--- src/rtl/id_ctrl_stage_if.sv ---
// Decode-to-control bundle interface: instruction fields and hazard inputs in,
// registered ID/EX control bundle and busy indication out.
interface id_ctrl_stage_if;
    logic       instr_valid;
    logic [6:0] opcode;
    logic [2:0] funct3;
    logic [6:0] funct7;
    logic       stall;
    logic       flush;

    logic       op1sel;
    logic       op2sel;
    logic       mem_write;
    logic       mem_read;
    logic       reg_write_en;
    logic [1:0] wb_sel;
    logic [4:0] aluop;
    logic [2:0] branch_jump;
    logic [2:0] imm_sel;
    logic       valid_out;
    logic       illegal;
    logic       muldiv_start;
    logic       stall_out;

    modport master (
        output instr_valid, opcode, funct3, funct7, stall, flush,
        input  op1sel, op2sel, mem_write, mem_read, reg_write_en, wb_sel,
               aluop, branch_jump, imm_sel, valid_out, illegal, muldiv_start,
               stall_out
    );

    modport slave (
        input  instr_valid, opcode, funct3, funct7, stall, flush,
        output op1sel, op2sel, mem_write, mem_read, reg_write_en, wb_sel,
               aluop, branch_jump, imm_sel, valid_out, illegal, muldiv_start,
               stall_out
    );
endinterface

--- src/rtl/id_ctrl_stage.sv ---
// RV32IM decode-stage control generator with the ID/EX control register and
// a busy counter that holds upstream while a multi-cycle MUL/DIV is in EX.
module id_ctrl_stage #(
    parameter bit          EN_M_EXT    = 1'b1,
    parameter int unsigned MUL_LATENCY = 2,
    parameter int unsigned DIV_LATENCY = 33,
    parameter int unsigned CNT_WIDTH   = 6
) (
    input  logic           clk_i,
    input  logic           rst_ni,
    id_ctrl_stage_if.slave bus_io
);

    typedef enum logic [6:0] {
        OPC_LUI   = 7'b0110111,
        OPC_AUIPC = 7'b0010111,
        OPC_JAL   = 7'b1101111,
        OPC_JALR  = 7'b1100111,
        OPC_BR    = 7'b1100011,
        OPC_LOAD  = 7'b0000011,
        OPC_STORE = 7'b0100011,
        OPC_OPIMM = 7'b0010011,
        OPC_OP    = 7'b0110011
    } opcode_e;

    typedef struct packed {
        logic       op1sel;
        logic       op2sel;
        logic       mem_write;
        logic       mem_read;
        logic       reg_write_en;
        logic [1:0] wb_sel;
        logic [4:0] aluop;
        logic [2:0] branch_jump;
        logic [2:0] imm_sel;
    } ctrl_t;

    localparam ctrl_t BUBBLE = '{
        op1sel:       1'b0,
        op2sel:       1'b0,
        mem_write:    1'b0,
        mem_read:     1'b0,
        reg_write_en: 1'b0,
        wb_sel:       2'b00,
        aluop:        5'b00000,
        branch_jump:  3'b010,
        imm_sel:      3'b000
    };

    // Counter holds the remaining EX cycles after the issue cycle, hence LAT-1.
    localparam logic [CNT_WIDTH-1:0] MUL_CNT = CNT_WIDTH'(MUL_LATENCY - 1);
    localparam logic [CNT_WIDTH-1:0] DIV_CNT = CNT_WIDTH'(DIV_LATENCY - 1);

    ctrl_t                ctrl_d, ctrl_q;
    logic                 valid_d, valid_q;
    logic                 illegal_d, illegal_q;
    logic                 start_d, start_q;
    logic [CNT_WIDTH-1:0] cnt_d, cnt_q;

    ctrl_t                dec_ctrl;
    logic                 dec_legal;
    logic                 dec_muldiv;
    logic                 dec_div;
    logic [2:0]           f3;
    logic [6:0]           f7;
    logic [2:0]           imm_i;

    assign f3    = bus_io.funct3;
    assign f7    = bus_io.funct7;
    assign imm_i = {1'b1, f3 == 3'b011, f3[0] & ~(f3[2] & f3[1])};

    always_comb begin
        dec_ctrl   = BUBBLE;
        dec_legal  = 1'b1;
        dec_muldiv = 1'b0;
        dec_div    = 1'b0;
        case (opcode_e'(bus_io.opcode))
            OPC_LUI: begin
                dec_ctrl.reg_write_en = 1'b1;
                dec_ctrl.wb_sel       = 2'b10;
            end
            OPC_AUIPC: begin
                dec_ctrl.op1sel       = 1'b1;
                dec_ctrl.op2sel       = 1'b1;
                dec_ctrl.reg_write_en = 1'b1;
            end
            OPC_JAL: begin
                dec_ctrl.op1sel       = 1'b1;
                dec_ctrl.op2sel       = 1'b1;
                dec_ctrl.reg_write_en = 1'b1;
                dec_ctrl.wb_sel       = 2'b11;
                dec_ctrl.branch_jump  = 3'b011;
                dec_ctrl.imm_sel      = 3'b001;
            end
            OPC_JALR: begin
                dec_ctrl.op2sel       = 1'b1;
                dec_ctrl.reg_write_en = 1'b1;
                dec_ctrl.wb_sel       = 2'b11;
                dec_ctrl.branch_jump  = 3'b011;
                dec_ctrl.imm_sel      = imm_i;
            end
            OPC_BR: begin
                dec_ctrl.op1sel      = 1'b1;
                dec_ctrl.op2sel      = 1'b1;
                dec_ctrl.branch_jump = f3;
                dec_ctrl.imm_sel     = 3'b011;
            end
            OPC_LOAD: begin
                dec_ctrl.op2sel       = 1'b1;
                dec_ctrl.mem_read     = 1'b1;
                dec_ctrl.reg_write_en = 1'b1;
                dec_ctrl.wb_sel       = 2'b01;
            end
            OPC_STORE: begin
                dec_ctrl.op2sel    = 1'b1;
                dec_ctrl.mem_write = 1'b1;
                dec_ctrl.imm_sel   = 3'b010;
            end
            OPC_OPIMM: begin
                dec_ctrl.op2sel       = 1'b1;
                dec_ctrl.reg_write_en = 1'b1;
                dec_ctrl.aluop        = {f3, f7[5], f7[0]};
                dec_ctrl.imm_sel      = imm_i;
            end
            OPC_OP: begin
                dec_ctrl.reg_write_en = 1'b1;
                dec_ctrl.aluop        = {f3, f7[5], f7[0]};
                case (f7)
                    7'b0000000: dec_legal = 1'b1;
                    7'b0100000: dec_legal = (f3 == 3'b000) || (f3 == 3'b101);
                    7'b0000001: begin
                        dec_legal  = EN_M_EXT;
                        dec_muldiv = EN_M_EXT;
                        dec_div    = f3[2];
                    end
                    default:    dec_legal = 1'b0;
                endcase
            end
            default: dec_legal = 1'b0;
        endcase
    end

    // Priority: flush, then stall (hold), then draining a busy M op, then issue.
    always_comb begin
        ctrl_d    = ctrl_q;
        valid_d   = valid_q;
        illegal_d = illegal_q;
        start_d   = start_q;
        cnt_d     = cnt_q;
        if (bus_io.flush) begin
            ctrl_d    = BUBBLE;
            valid_d   = 1'b0;
            illegal_d = 1'b0;
            start_d   = 1'b0;
            cnt_d     = '0;
        end else if (!bus_io.stall) begin
            ctrl_d    = BUBBLE;
            valid_d   = 1'b0;
            illegal_d = 1'b0;
            start_d   = 1'b0;
            if (cnt_q != '0) begin
                cnt_d = cnt_q - CNT_WIDTH'(1);
            end else if (bus_io.instr_valid && dec_legal) begin
                ctrl_d  = dec_ctrl;
                valid_d = 1'b1;
                start_d = dec_muldiv;
                if (dec_muldiv) begin
                    cnt_d = dec_div ? DIV_CNT : MUL_CNT;
                end
            end else if (bus_io.instr_valid) begin
                illegal_d = 1'b1;
            end
        end
    end

    always_ff @(posedge clk_i or negedge rst_ni) begin
        if (!rst_ni) begin
            ctrl_q    <= BUBBLE;
            valid_q   <= 1'b0;
            illegal_q <= 1'b0;
            start_q   <= 1'b0;
            cnt_q     <= '0;
        end else begin
            ctrl_q    <= ctrl_d;
            valid_q   <= valid_d;
            illegal_q <= illegal_d;
            start_q   <= start_d;
            cnt_q     <= cnt_d;
        end
    end

    assign bus_io.op1sel       = ctrl_q.op1sel;
    assign bus_io.op2sel       = ctrl_q.op2sel;
    assign bus_io.mem_write    = ctrl_q.mem_write;
    assign bus_io.mem_read     = ctrl_q.mem_read;
    assign bus_io.reg_write_en = ctrl_q.reg_write_en;
    assign bus_io.wb_sel       = ctrl_q.wb_sel;
    assign bus_io.aluop        = ctrl_q.aluop;
    assign bus_io.branch_jump  = ctrl_q.branch_jump;
    assign bus_io.imm_sel      = ctrl_q.imm_sel;
    assign bus_io.valid_out    = valid_q;
    assign bus_io.illegal      = illegal_q;
    assign bus_io.muldiv_start = start_q;
    assign bus_io.stall_out    = (cnt_q != '0);

endmodule

--- src/flat_wrapper.sv ---
// flat-port wrapper written by rule: the top's interface ports become plain ports
module id_ctrl_stage_flat 
#(
    parameter bit          EN_M_EXT    = 1'b1,
    parameter int unsigned MUL_LATENCY = 2,
    parameter int unsigned DIV_LATENCY = 33,
    parameter int unsigned CNT_WIDTH   = 6
)
  (clk_i, rst_ni, bus_io_instr_valid, bus_io_opcode, bus_io_funct3, bus_io_funct7, bus_io_stall, bus_io_flush, bus_io_op1sel, bus_io_op2sel, bus_io_mem_write, bus_io_mem_read, bus_io_reg_write_en, bus_io_wb_sel, bus_io_aluop, bus_io_branch_jump, bus_io_imm_sel, bus_io_valid_out, bus_io_illegal, bus_io_muldiv_start, bus_io_stall_out);
  id_ctrl_stage_if bus_io_i ();
  input  logic clk_i;
  input  logic rst_ni;
  input wire logic [$bits(bus_io_i.instr_valid)-1:0] bus_io_instr_valid;
  input wire logic [$bits(bus_io_i.opcode)-1:0] bus_io_opcode;
  input wire logic [$bits(bus_io_i.funct3)-1:0] bus_io_funct3;
  input wire logic [$bits(bus_io_i.funct7)-1:0] bus_io_funct7;
  input wire logic [$bits(bus_io_i.stall)-1:0] bus_io_stall;
  input wire logic [$bits(bus_io_i.flush)-1:0] bus_io_flush;
  output wire logic [$bits(bus_io_i.op1sel)-1:0] bus_io_op1sel;
  output wire logic [$bits(bus_io_i.op2sel)-1:0] bus_io_op2sel;
  output wire logic [$bits(bus_io_i.mem_write)-1:0] bus_io_mem_write;
  output wire logic [$bits(bus_io_i.mem_read)-1:0] bus_io_mem_read;
  output wire logic [$bits(bus_io_i.reg_write_en)-1:0] bus_io_reg_write_en;
  output wire logic [$bits(bus_io_i.wb_sel)-1:0] bus_io_wb_sel;
  output wire logic [$bits(bus_io_i.aluop)-1:0] bus_io_aluop;
  output wire logic [$bits(bus_io_i.branch_jump)-1:0] bus_io_branch_jump;
  output wire logic [$bits(bus_io_i.imm_sel)-1:0] bus_io_imm_sel;
  output wire logic [$bits(bus_io_i.valid_out)-1:0] bus_io_valid_out;
  output wire logic [$bits(bus_io_i.illegal)-1:0] bus_io_illegal;
  output wire logic [$bits(bus_io_i.muldiv_start)-1:0] bus_io_muldiv_start;
  output wire logic [$bits(bus_io_i.stall_out)-1:0] bus_io_stall_out;
  assign bus_io_i.instr_valid = bus_io_instr_valid;
  assign bus_io_i.opcode = bus_io_opcode;
  assign bus_io_i.funct3 = bus_io_funct3;
  assign bus_io_i.funct7 = bus_io_funct7;
  assign bus_io_i.stall = bus_io_stall;
  assign bus_io_i.flush = bus_io_flush;
  assign bus_io_op1sel = bus_io_i.op1sel;
  assign bus_io_op2sel = bus_io_i.op2sel;
  assign bus_io_mem_write = bus_io_i.mem_write;
  assign bus_io_mem_read = bus_io_i.mem_read;
  assign bus_io_reg_write_en = bus_io_i.reg_write_en;
  assign bus_io_wb_sel = bus_io_i.wb_sel;
  assign bus_io_aluop = bus_io_i.aluop;
  assign bus_io_branch_jump = bus_io_i.branch_jump;
  assign bus_io_imm_sel = bus_io_i.imm_sel;
  assign bus_io_valid_out = bus_io_i.valid_out;
  assign bus_io_illegal = bus_io_i.illegal;
  assign bus_io_muldiv_start = bus_io_i.muldiv_start;
  assign bus_io_stall_out = bus_io_i.stall_out;
  id_ctrl_stage #(.EN_M_EXT(EN_M_EXT), .MUL_LATENCY(MUL_LATENCY), .DIV_LATENCY(DIV_LATENCY), .CNT_WIDTH(CNT_WIDTH)) u_core (.clk_i(clk_i), .rst_ni(rst_ni), .bus_io(bus_io_i));
endmodule
--- config.mk ---
export PLATFORM = sky130hd
export DESIGN_NAME = id_ctrl_stage_flat
export DESIGN_NICKNAME = d
export VERILOG_FILES = /design/src/rtl/id_ctrl_stage_if.sv /design/src/rtl/id_ctrl_stage.sv /design/src/flat_wrapper.sv
export SDC_FILE = /design/constraint.sdc
export NUM_CORES = 1
export LEC_CHECK = 0
export BUFFER_PORTS_ARGS = -buffer_cell sky130_fd_sc_hd__buf_2
export CORE_UTILIZATION = 50
export CTS_CLUSTER_SIZE = 25
export DETAILED_ROUTE_END_ITERATION = 12
export PLACE_DENSITY = 0.77
export SYNTH_ARGS = -nofsm -noshare
export SYNTH_HDL_FRONTEND = slang
export SYNTH_SLANG_ARGS = --single-unit
--- constraint.sdc ---
create_clock -name clk_i -period 2.9 [get_ports clk_i]
set_input_delay 0.29 -clock clk_i [delete_from_list [all_inputs] [get_ports clk_i]]
set_output_delay 0.29 -clock clk_i [all_outputs]
set_load 0.03 [all_outputs]
==> results.md <==
| Group | Item | This run |
|:---|:---|:---|
| outcome | Run status | finished with violations |
| outcome | Failing checks | design-rule violations |
| drt | Total wirelength of the detailed-routed design | 3540 um |
| final layout | Layout cells sized above 1 | 0.284 |
| drt | Antenna-violating nets left | 0 |
| clock network | Post-cts hold buffer count | 1 |
| drt | Routed length per placed instance | 15.3 um |
| drt | Highest layer used for signal routing | met4 |
| placed design | Number of buffers inserted by port buffering | 43 |
| setup path | Reg2reg end | u_core.bus_io.mem_write |
| setup path | Crit path kind | register to register |
| synthesis | Distinct cell type count of the synthesized netlist | 42 |
| synthesis | Cell area after technology mapping | 1540 um^2 |
| setup path | R2R depth | 6 |
| clock network | Clock Pin Slew Worst Setup and Hold Paths | 0.15 ns |
| timing | Maximum operating frequency | 432 MHz |
| drt | Residual DRC count | 4 |
| timing | RSZ-0062 raised after global routing | false |
| synthesis | Cell count after synthesis | 164 |
| final layout | Net total in the final layout | 225 |
| floorplan | I/O pin cnt | 44 |
| timing | Min Clock Period, post-route | 2.32 ns |
| setup path | Sort of element at the end of the critical path | register |
| floorplan | Initial Utilization | 0.545 |
| synthesis | Post-synth top area cell | sky130_fd_sc_hd__dfrtp_1 |
| final layout | Fill cell instance count of the final layout | 263 |
| synthesis | Mean area per synthesized cell | 9.40 um^2 |
| placed design | Area of placed instances | 1740 um^2 |
| timing | Total negative slack for setup checks | 0 ns |
| timing | Relative slew slack | 0.560 |
| hold path | Min-delay worst type | primary input to register |
| synthesis | Count of synthesis-stage warnings from yosys | 0 |
| hold path | Worst min-delay path endpoint | u_core.bus_io.branch_jump[1] |
| grt | Number of global-route vias before repair | 1,309 |
| timing | Final count of pins violating max slew | 0 |
| grt | Antenna violations before repair | 0 |
| grt | Pin count of the biggest net entering global routing | 28 |
| hold path | Beginning of the worst hold path | bus_io_funct3[1] |
| flow run | Max Cap Violations | 0 |
| setup path | Maximum fanout along the worst path | 10 |
| setup path | Minimum setup slack among reg-to-reg paths | 0.58 ns |
| placed design | Half-perimeter wire length of the detailed placement result | 2720 um |
| synthesis | Sequential share of the synthesized area | 0.439 |
| setup path | Arrival time at the worst endpoint | 2.61 ns |
| floorplan | Total die area | 3310 um^2 |
| clock network | Clock tree from TritonCTS | done |
| drt | Via count | 1,395 |
| drt | Number of detailed-routing iterations run before antenna repair | 8 |
| grt | Total Routing Usage GR | 0.227 |
| timing | Pin slew with the least headroom to its limit | 0.654 ns |
| final layout | Layout-stage area growth over the synthesis result | 15.4% |
| clock network | Post-CTS setup buffer count | 0 |
| clock network | Clk_lat worst skew | 0.34 ns |
| hold path | Cell depth of the worst hold path | 3 |
| floorplan | Height of the die | 57.5 um |
| drt | DRC marker count from the first detailed-route iteration | 45 |
| drt | Routed vias/inst | 6.01 |
| floorplan | Horizontal extent of the die | 57.5 um |
| final layout | Antenna cell count | 0 |
| pwr | Worst supply voltage drop on vdd | 0.000685 V |
| clock network | CTS H-tree depth | 1 |
| clock network | Number of buffers created by CTS | 3 |
| grt | Total grt overflow | 0 |
| drt | Met3 wirelength from detailed routing | 124 um |
| floorplan | Area of the core region | 2830 um^2 |
| synthesis | Flop and latch count out of synthesis | 27 |
| clock network | Clock tree root buffer cell | sky130_fd_sc_hd__clkbuf_4 |
| synthesis | Cell types with the largest area share after synthesis | sky130_fd_sc_hd__dfrtp_1, sky130_fd_sc_hd__a32o_1, sky130_fd_sc_hd__nor3_1, sky130_fd_sc_hd__nand2_1, sky130_fd_sc_hd__o21ai_0 |
| timing | Hold Violations, Final | 0 |
| timing | Count of endpoints failing setup in the final report | 0 |
| drt | Wire length on met1 | 1440 um |
| synthesis | Portion of synthesized cell area occupied by the leading cell type | 0.422 |
| timing | Final period utilization | 0.799 |
| timing | Hold Worst Slack | 0.193 ns |
| placed design | Final RePlAce weighted congestion | 0.842 |
| setup path | Reg-to-reg startpoint | u_core.cnt_q[3] |
| setup path | Startpoint Class | register |
| grt | Wire length of the first global-routing pass | 5710 um |
| setup path | Data required time at the worst endpoint | 3.20 ns |
| pwr | Leakage | 0.878 nW |
| final layout | Total non-filler cell area in the finished layout | 1780 um^2 |
| synthesis | Synth Net Count | 187 |
| pwr | Pwr Density | 584 nW/um^2 |
| clock network | Count of clock tree sinks | 27 |
| clock network | PostCTS Resize Cnt | 0 |
| timing | Worst clock skew on the final layout | 0.00147 ns |
| clock network | Maximum clock path buffer count | 2 |
| drt | Met2 routed WL | 1920 um |
| floorplan | Std-Cell Rows | 19 |
| setup path | Crit. Startpoint | u_core.cnt_q[3] |
==> layer usage <==
metal  global-route usage  up-vias
met5                    0        -
met1                0.264      672
li1                     -      678
met2                0.419       40
met3               0.0272        5
met4               0.0906        0
==> cells in the mapped netlist <==
cell type,n
sky130_fd_sc_hd__a32o_1,8
sky130_fd_sc_hd__a311oi_1,2
sky130_fd_sc_hd__nor3_1,13
sky130_fd_sc_hd__a41oi_1,1
sky130_fd_sc_hd__or3b_4,1
sky130_fd_sc_hd__nand2b_1,6
sky130_fd_sc_hd__o21ai_0,10
sky130_fd_sc_hd__nand2_1,17
sky130_fd_sc_hd__inv_1,8
sky130_fd_sc_hd__inv_4,1
sky130_fd_sc_hd__dfrtp_1,26
sky130_fd_sc_hd__and4b_1,1
sky130_fd_sc_hd__buf_6,2
sky130_fd_sc_hd__o31ai_1,2
sky130_fd_sc_hd__nor2b_1,4
sky130_fd_sc_hd__o41ai_1,1
sky130_fd_sc_hd__a31oi_1,1
sky130_fd_sc_hd__o32a_1,1
sky130_fd_sc_hd__or4_1,1
sky130_fd_sc_hd__nor4_2,1
sky130_fd_sc_hd__dfstp_2,1
sky130_fd_sc_hd__xor2_1,1
sky130_fd_sc_hd__nor2_1,6
sky130_fd_sc_hd__nand4_1,1
sky130_fd_sc_hd__nand3b_1,1
sky130_fd_sc_hd__nor4_1,1
sky130_fd_sc_hd__mux2i_1,3
sky130_fd_sc_hd__or3_1,1
sky130_fd_sc_hd__nor4b_4,1
sky130_fd_sc_hd__and2_1,4
sky130_fd_sc_hd__a21oi_1,9
sky130_fd_sc_hd__and3_1,1
sky130_fd_sc_hd__clkbuf_1,9
sky130_fd_sc_hd__buf_4,1
sky130_fd_sc_hd__ha_1,1
sky130_fd_sc_hd__a32oi_1,2
sky130_fd_sc_hd__a22o_1,3
sky130_fd_sc_hd__nor4_4,1
sky130_fd_sc_hd__o21bai_1,1
sky130_fd_sc_hd__o21ba_2,1
sky130_fd_sc_hd__a32o_2,2
sky130_fd_sc_hd__nand3_1,6
==> through the flow <==
step	power (mW)	util	instances	worst slack, ns
2_1_floorplan	0.805	-	164	0.994
3_3_place_gp	0.846	0.615	227	0.787
3_5_place_dp	0.868	0.615	227	0.636
4_1_cts	1.04	0.629	232	0.593
5_1_grt	1.09	0.629	232	0.452
6_report	1.04	0.629	232	0.584
==> placed cells by master (no fill, tap or decap), drive strengths merged, types with 3 or more instances in the layout <==
master | synthesis | final
nand3 | 6 | 6
nor2b | 4 | 4
nand2b | 6 | 6
dfrtp | 26 | 26
clkbuf | 9 | 3
nor4 | 3 | 3
nor3 | 13 | 13
a21oi | 9 | 9
buf | 3 | 44
nand2 | 17 | 17
inv | 9 | 9
o21ai | 10 | 10
nor2 | 6 | 6
and2 | 4 | 4
a32o | 10 | 10
a22o | 3 | 3
mux2i | 3 | 3
==> registers in the layout, indices dropped and copies added, names as in the netlist <==
register	flops
u_core.cnt_q	6
u_core.bus_io.aluop	5
u_core.bus_io.branch_jump	3
u_core.bus_io.imm_sel	3
u_core.bus_io.wb_sel	2
u_core.bus_io.illegal	1
u_core.bus_io.mem_read	1
u_core.bus_io.mem_write	1
u_core.bus_io.muldiv_start	1
u_core.bus_io.op1sel	1
u_core.bus_io.op2sel	1
u_core.bus_io.reg_write_en	1
u_core.bus_io.valid_out	1
==> area by class of cell <==
class                      instances  area, um^2  share of cell area
clock inverter                     1        7.51             0.00422
multi-input combinational        116         764               0.430
sequential                        27         677               0.380
clock buffer                       3        22.5              0.0127
timing repair buffer              45         233               0.131
inverter                           9        36.3              0.0204
tap                               31        38.8              0.0218
==> cells by family after synthesis <==
| group | Yosys count | share of synthesized area |
|---|---|---|
| AOI/OAI and AO/OA | 44 | 0.211 |
| xor gates and xnor gates | 1 | 0.00568 |
| adders and majority gates | 1 | 0.00812 |
| buffers and inverters | 21 | 0.0649 |
| DFF | 27 | 0.439 |
| muxes | 3 | 0.0195 |
| and+or+nand+nor | 67 | 0.252 |
==> how the worst max path moves through the flow <==
stage / endpoint / slack [ns] / cells past startpoint
2_1_floorplan: u_core.bus_io.aluop[0] / 0.99 / 8
3_3_place_gp: u_core.bus_io.aluop[2] / 0.79 / 6
3_5_place_dp: u_core.bus_io.mem_write / 0.64 / 6
4_1_cts: u_core.bus_io.mem_write / 0.59 / 6
5_1_grt: u_core.bus_io.aluop[4] / 0.45 / 6
6_report: u_core.bus_io.mem_write / 0.58 / 6
==> worst max-delay path, stage by stage (launching register included) <==
cell,delay (ns)
sky130_fd_sc_hd__dfrtp_1,0.46
sky130_fd_sc_hd__nor4_2,0.40
sky130_fd_sc_hd__and2_1,0.34
sky130_fd_sc_hd__inv_4,0.08
sky130_fd_sc_hd__nor4b_4,0.36
sky130_fd_sc_hd__and2_1,0.40
sky130_fd_sc_hd__a32o_1,0.23
==> where the power goes <==
group	leakage, nW	internal (mW)	switching [mW]
sequential	0.371	0.408	0.0381
combinational	0.492	0.151	0.267
clock	0.0139	0.0531	0.122
total	0.878	0.613	0.427
No activity file was read; power rests on OpenSTA's default activity.
